[src/rtl/proc_run_controller.sv]
// Run/reset sequencer for the processor core: stretches reset, then gates execution
// through a registered clock-enable in bounded, free-run or single-step mode.
module proc_run_controller #(
  parameter int RST_CYCLES = 4,
  parameter int CNT_W      = 16
) (
  input  logic             clk,
  input  logic             rst,
  input  logic             start,
  input  logic [1:0]       mode,
  input  logic [CNT_W-1:0] cycle_limit,
  input  logic             step,
  input  logic             abort,
  input  logic             soft_rst,
  input  logic             halt_i,
  output logic             core_rst,
  output logic             core_en,
  output logic             busy,
  output logic             done,
  output logic             halted,
  output logic [CNT_W-1:0] cycle_count
);

  typedef enum logic [2:0] {
    HOLD,
    IDLE,
    RUN,
    STEP,
    DONE
  } state_t;

  localparam int               HOLD_W    = $clog2(RST_CYCLES + 1);
  localparam logic [HOLD_W-1:0] HOLD_LAST = HOLD_W'(RST_CYCLES - 1);
  localparam logic [HOLD_W-1:0] HOLD_ONE  = HOLD_W'(1);
  localparam logic [CNT_W-1:0]  CNT_ONE   = CNT_W'(1);

  state_t            state;
  logic [HOLD_W-1:0] hold_cnt;
  logic              bounded;
  logic [CNT_W-1:0]  limit;

  // Saturating increment: the counter sticks at all-ones in long free runs.
  function automatic logic [CNT_W-1:0] sat_inc(input logic [CNT_W-1:0] v);
    return (&v) ? v : v + CNT_ONE;
  endfunction

  function automatic logic limit_hit(input logic [CNT_W-1:0] cnt,
                                     input logic [CNT_W-1:0] lim);
    logic [CNT_W:0] nxt;
    nxt = {1'b0, cnt} + (CNT_W + 1)'(1);
    return nxt == {1'b0, lim};
  endfunction

  always_ff @(posedge clk) begin
    if (rst || soft_rst) begin
      state    <= HOLD;
      hold_cnt <= '0;
      core_rst <= 1'b1;
      core_en  <= 1'b0;
      busy     <= 1'b0;
      done     <= 1'b0;
      halted   <= 1'b0;
      if (rst)
        cycle_count <= '0;
    end else begin
      case (state)
        HOLD: begin
          if (hold_cnt == HOLD_LAST) begin
            state    <= IDLE;
            core_rst <= 1'b0;
          end else begin
            hold_cnt <= hold_cnt + HOLD_ONE;
          end
        end

        IDLE, DONE: begin
          if (start) begin
            cycle_count <= '0;
            halted      <= 1'b0;
            done        <= 1'b0;
            limit       <= cycle_limit;
            bounded     <= (mode != 2'd1) && (mode != 2'd2);
            if ((mode != 2'd1) && (mode != 2'd2) && (cycle_limit == '0)) begin
              state <= DONE;
              done  <= 1'b1;
            end else if (mode == 2'd2) begin
              state <= STEP;
              busy  <= 1'b1;
            end else begin
              state   <= RUN;
              busy    <= 1'b1;
              core_en <= 1'b1;
            end
          end
        end

        RUN, STEP: begin
          if (abort) begin
            // Abort freezes the count at its current value.
            state   <= IDLE;
            core_en <= 1'b0;
            busy    <= 1'b0;
          end else begin
            if (core_en)
              cycle_count <= sat_inc(cycle_count);
            if (core_en && halt_i) begin
              state   <= DONE;
              core_en <= 1'b0;
              busy    <= 1'b0;
              done    <= 1'b1;
              halted  <= 1'b1;
            end else if ((state == RUN) && bounded && core_en &&
                         limit_hit(cycle_count, limit)) begin
              state   <= DONE;
              core_en <= 1'b0;
              busy    <= 1'b0;
              done    <= 1'b1;
            end else if (state == STEP) begin
              core_en <= step;
            end
          end
        end

        default: begin
          state    <= HOLD;
          hold_cnt <= '0;
          core_rst <= 1'b1;
          core_en  <= 1'b0;
          busy     <= 1'b0;
        end
      endcase
    end
  end

endmodule

[config.mk]
export PLATFORM = sky130hd
export DESIGN_NAME = proc_run_controller
export DESIGN_NICKNAME = d
export VERILOG_FILES = /design/src/rtl/proc_run_controller.sv
export SDC_FILE = /design/constraint.sdc
export NUM_CORES = 1
export LEC_CHECK = 0
export ABC_AREA = 1
export CORE_ASPECT_RATIO = 1.2
export CORE_MARGIN = 10
export CORE_UTILIZATION = 53
export CTS_CLUSTER_SIZE = 16
export DETAILED_ROUTE_END_ITERATION = 10
export PLACE_DENSITY_LB_ADDON = 0.25
export SYNTH_ARGS = -nofsm -noshare
export SYNTH_HDL_FRONTEND = slang
export SYNTH_SLANG_ARGS = --single-unit
[constraint.sdc]
create_clock -name clk -period 3.7 [get_ports clk]
set_input_delay 0.925 -clock clk [delete_from_list [all_inputs] [get_ports clk]]
set_output_delay 0.925 -clock clk [all_outputs]
set_load 0.02 [all_outputs]
==> flow_summary.ini <==
[pwr]
ir_drop_v = 0.000271
p_per_area_nw_per_um2 = 308
power.leakage_uw = 0.00139

[synthesis]
syn_area_per_cell_um2 = 7.65
synth_edf_count = 33
yosysWarnings = 0
yosys.area.top_type = edfxtp_1
syn_inst = 342
synth_area_um2 = 2620
synth.top_cell.area_share = 0.379
synth.yosys.seq_area_share = 0.463
synth.distinct_cells = 34
syn-num-nets = 371
ys.flop_type = edfxtp_1
ys_ff_latch = 44
synthTopCellsByCount = nand2_1 (107), inv_1 (49), nor2_1 (46), edfxtp_1 (33), nand3_1 (25)
yosys-top-cells-area = edfxtp_1 (38%), nand2_1 (15%), dfxtp_1 (8.4%)
yosysMostFrequentCell = nand2_1
async_reset_ff_frac = 0

[worst_setup_path]
critical_path_class = in -> reg
arrival_ps = 2480
crit_path_max_fanout = 17
critPathLaunchType = input pin
critPathCaptureType = flip-flop
crit_required_ps = 3740

[sta]
finalClockSkew_ps = 4.61
rsz0062_at_grt = false
worst_pin_slew_ps = 512
period_minus_slack_ps = 2430
slew_viol_final = 0
max_freq_ghz = 0.411
setup_viol = 0
fin_tns_setup_ps = 0
hold_violations = 0
period_share = 0.658
setup_slack_ps = 1270
slew_headroom = 0.656

[cts]
ctsHoldBuffers = 0
h-tree-depth = 2
clock-sinks = 44
worst_skew_pair.late_latency_ps = 290
clk_pin_slew_ps = 80
clockBufferDepth = 2
cts_root_buffer = clkbuf_8
post_cts.repair.setup_buffers = 0
cts_buffers = 5
cts_tree = yes
cts_resized = 0

[global_routing]
grt_max_degree = 18
grtUsageTotal = 0.155
overflow = 0
antenna_found_initial = 0
grt_pass1_vias = 2371
grt_pass1_wl_um = 10600

[floorplanning]
core_area_um2 = 4700
ios = 46
die_h_um = 96.9
start_util = 0.557
core.rowCount = 27
die_w_um = 84.1
die_area_um2 = 8160

[drt]
routed_wl_um = 6430
vias = 2381
drtPass1Iterations = 6
vias_per_cell = 5.23
drc = 0
drtIter0Drc = 138
wire_per_inst_um = 14.1
ant_nets = 0

[flow_run]
max_cap_viol_count = 0

[min_path]
hold_class = reg -> reg

[placement]
place_area_um2 = 3160
gp_congestion = 0.956
pre_cts_ws_ps = 959
dp_hpwl_um = 5160
io_buffer_count = 45

[final_layout]
area_growth_pct = 25.0
drive_gt1_frac = 0.0907
diodes = 0
fin_area_um2 = 3270
utilization = 0.696
fin_nets = 425

[status]
status = finished, final reports clean
[registers in the layout (all words and copies together), names as in the netlist]
signal       count
hold_cnt         3
halted           1
core_en          1
busy             1
done             1
core_rst         1
state            3
bounded          1
cycle_count     16
limit           16
[cell usage in the layout, fill, tap and decap left out, types with 2 or more instances in the layout]
| master | count |
|---|---|
| nand3_1 | 25 |
| nor3_1 | 2 |
| nand2_2 | 3 |
| nor3b_1 | 3 |
| buf_4 | 3 |
| clkbuf_8 | 5 |
| nand4_1 | 7 |
| a21oi_1 | 8 |
| and3_1 | 2 |
| edfxtp_1 | 33 |
| nor2_4 | 2 |
| nor2_2 | 6 |
| ha_1 | 4 |
| o21ai_0 | 3 |
| nand3_2 | 6 |
| inv_1 | 49 |
| clkdlybuf4s50_1 | 45 |
| clkinv_1 | 2 |
| nand3b_1 | 7 |
| dfxtp_1 | 11 |
| nand2_1 | 107 |
| nor2_1 | 46 |
[stage by stage]
step / cells / total power, µW / hold slack, ps
after floorplan: 342 / 601 / 440
final: 455 / 1010 / 465
after CTS: 455 / 1010 / 466
after detailed placement: 447 / 656 / 453
after global routing: 455 / 1040 / 489
after global placement: 447 / 654 / 442
[layer usage]
layer / GRT usage / wire [µm] / up-vias
li1: - / - / 1215
met1: 0.165 / 2450 / 1074
met2: 0.272 / 3350 / 76
met3: 0.0528 / 453 / 16
met4: 0.0603 / 183 / 0
met5: 0 / 0 / -
[worst max-delay path: stages]
cell and delay, ps:
clkdlybuf4s50_1 430, nor2_1 290, nand2_1 90, buf_4 210
a31o_2 220, o21a_1 100, buf_4 200
[cell families (layout without fill, tap and decap cells)]
group / Yosys count / after routing / synth area share
AOI/OAI and AO/OA: 19 / 19 / 0.0464
and+or+nand+nor: 221 / 221 / 0.392
adders and majority gates: 4 / 4 / 0.0191
buffers and inverters: 53 / 108 / 0.0761
xor gates and xnor gates: 1 / 1 / 0.00335
DFF: 44 / 44 / 0.463
[layout make-up]
type / count / area (µm²)
fillers: 423 / 1430
clock inverters: 2 / 35.0
flip-flops and latches: 44 / 1210
repair buffers: 48 / 473
inverters: 52 / 195
multi-input cells: 245 / 1210
clock buffers: 6 / 72.6
well taps: 58 / 72.6
[report_power, final]
| part | internal, µW | total, µW | switching, µW |
|---|---|---|---|
| clock network | 201 | 364 | 164 |
| logic | 47.6 | 96.4 | 48.8 |
| registers | 537 | 548 | 10.8 |
| total | 785 | 1010 | 223 |
[final timing paths]
path,start,end,slack (ps),cells after the start
min,core_rst,core_rst,460,2
max,rst,cycle_count[11],1270,7
max reg2reg,cycle_count[0],state[2],1330,14
min reg2reg,core_rst,core_rst,460,2
Power figures use the tool's default switching activity.
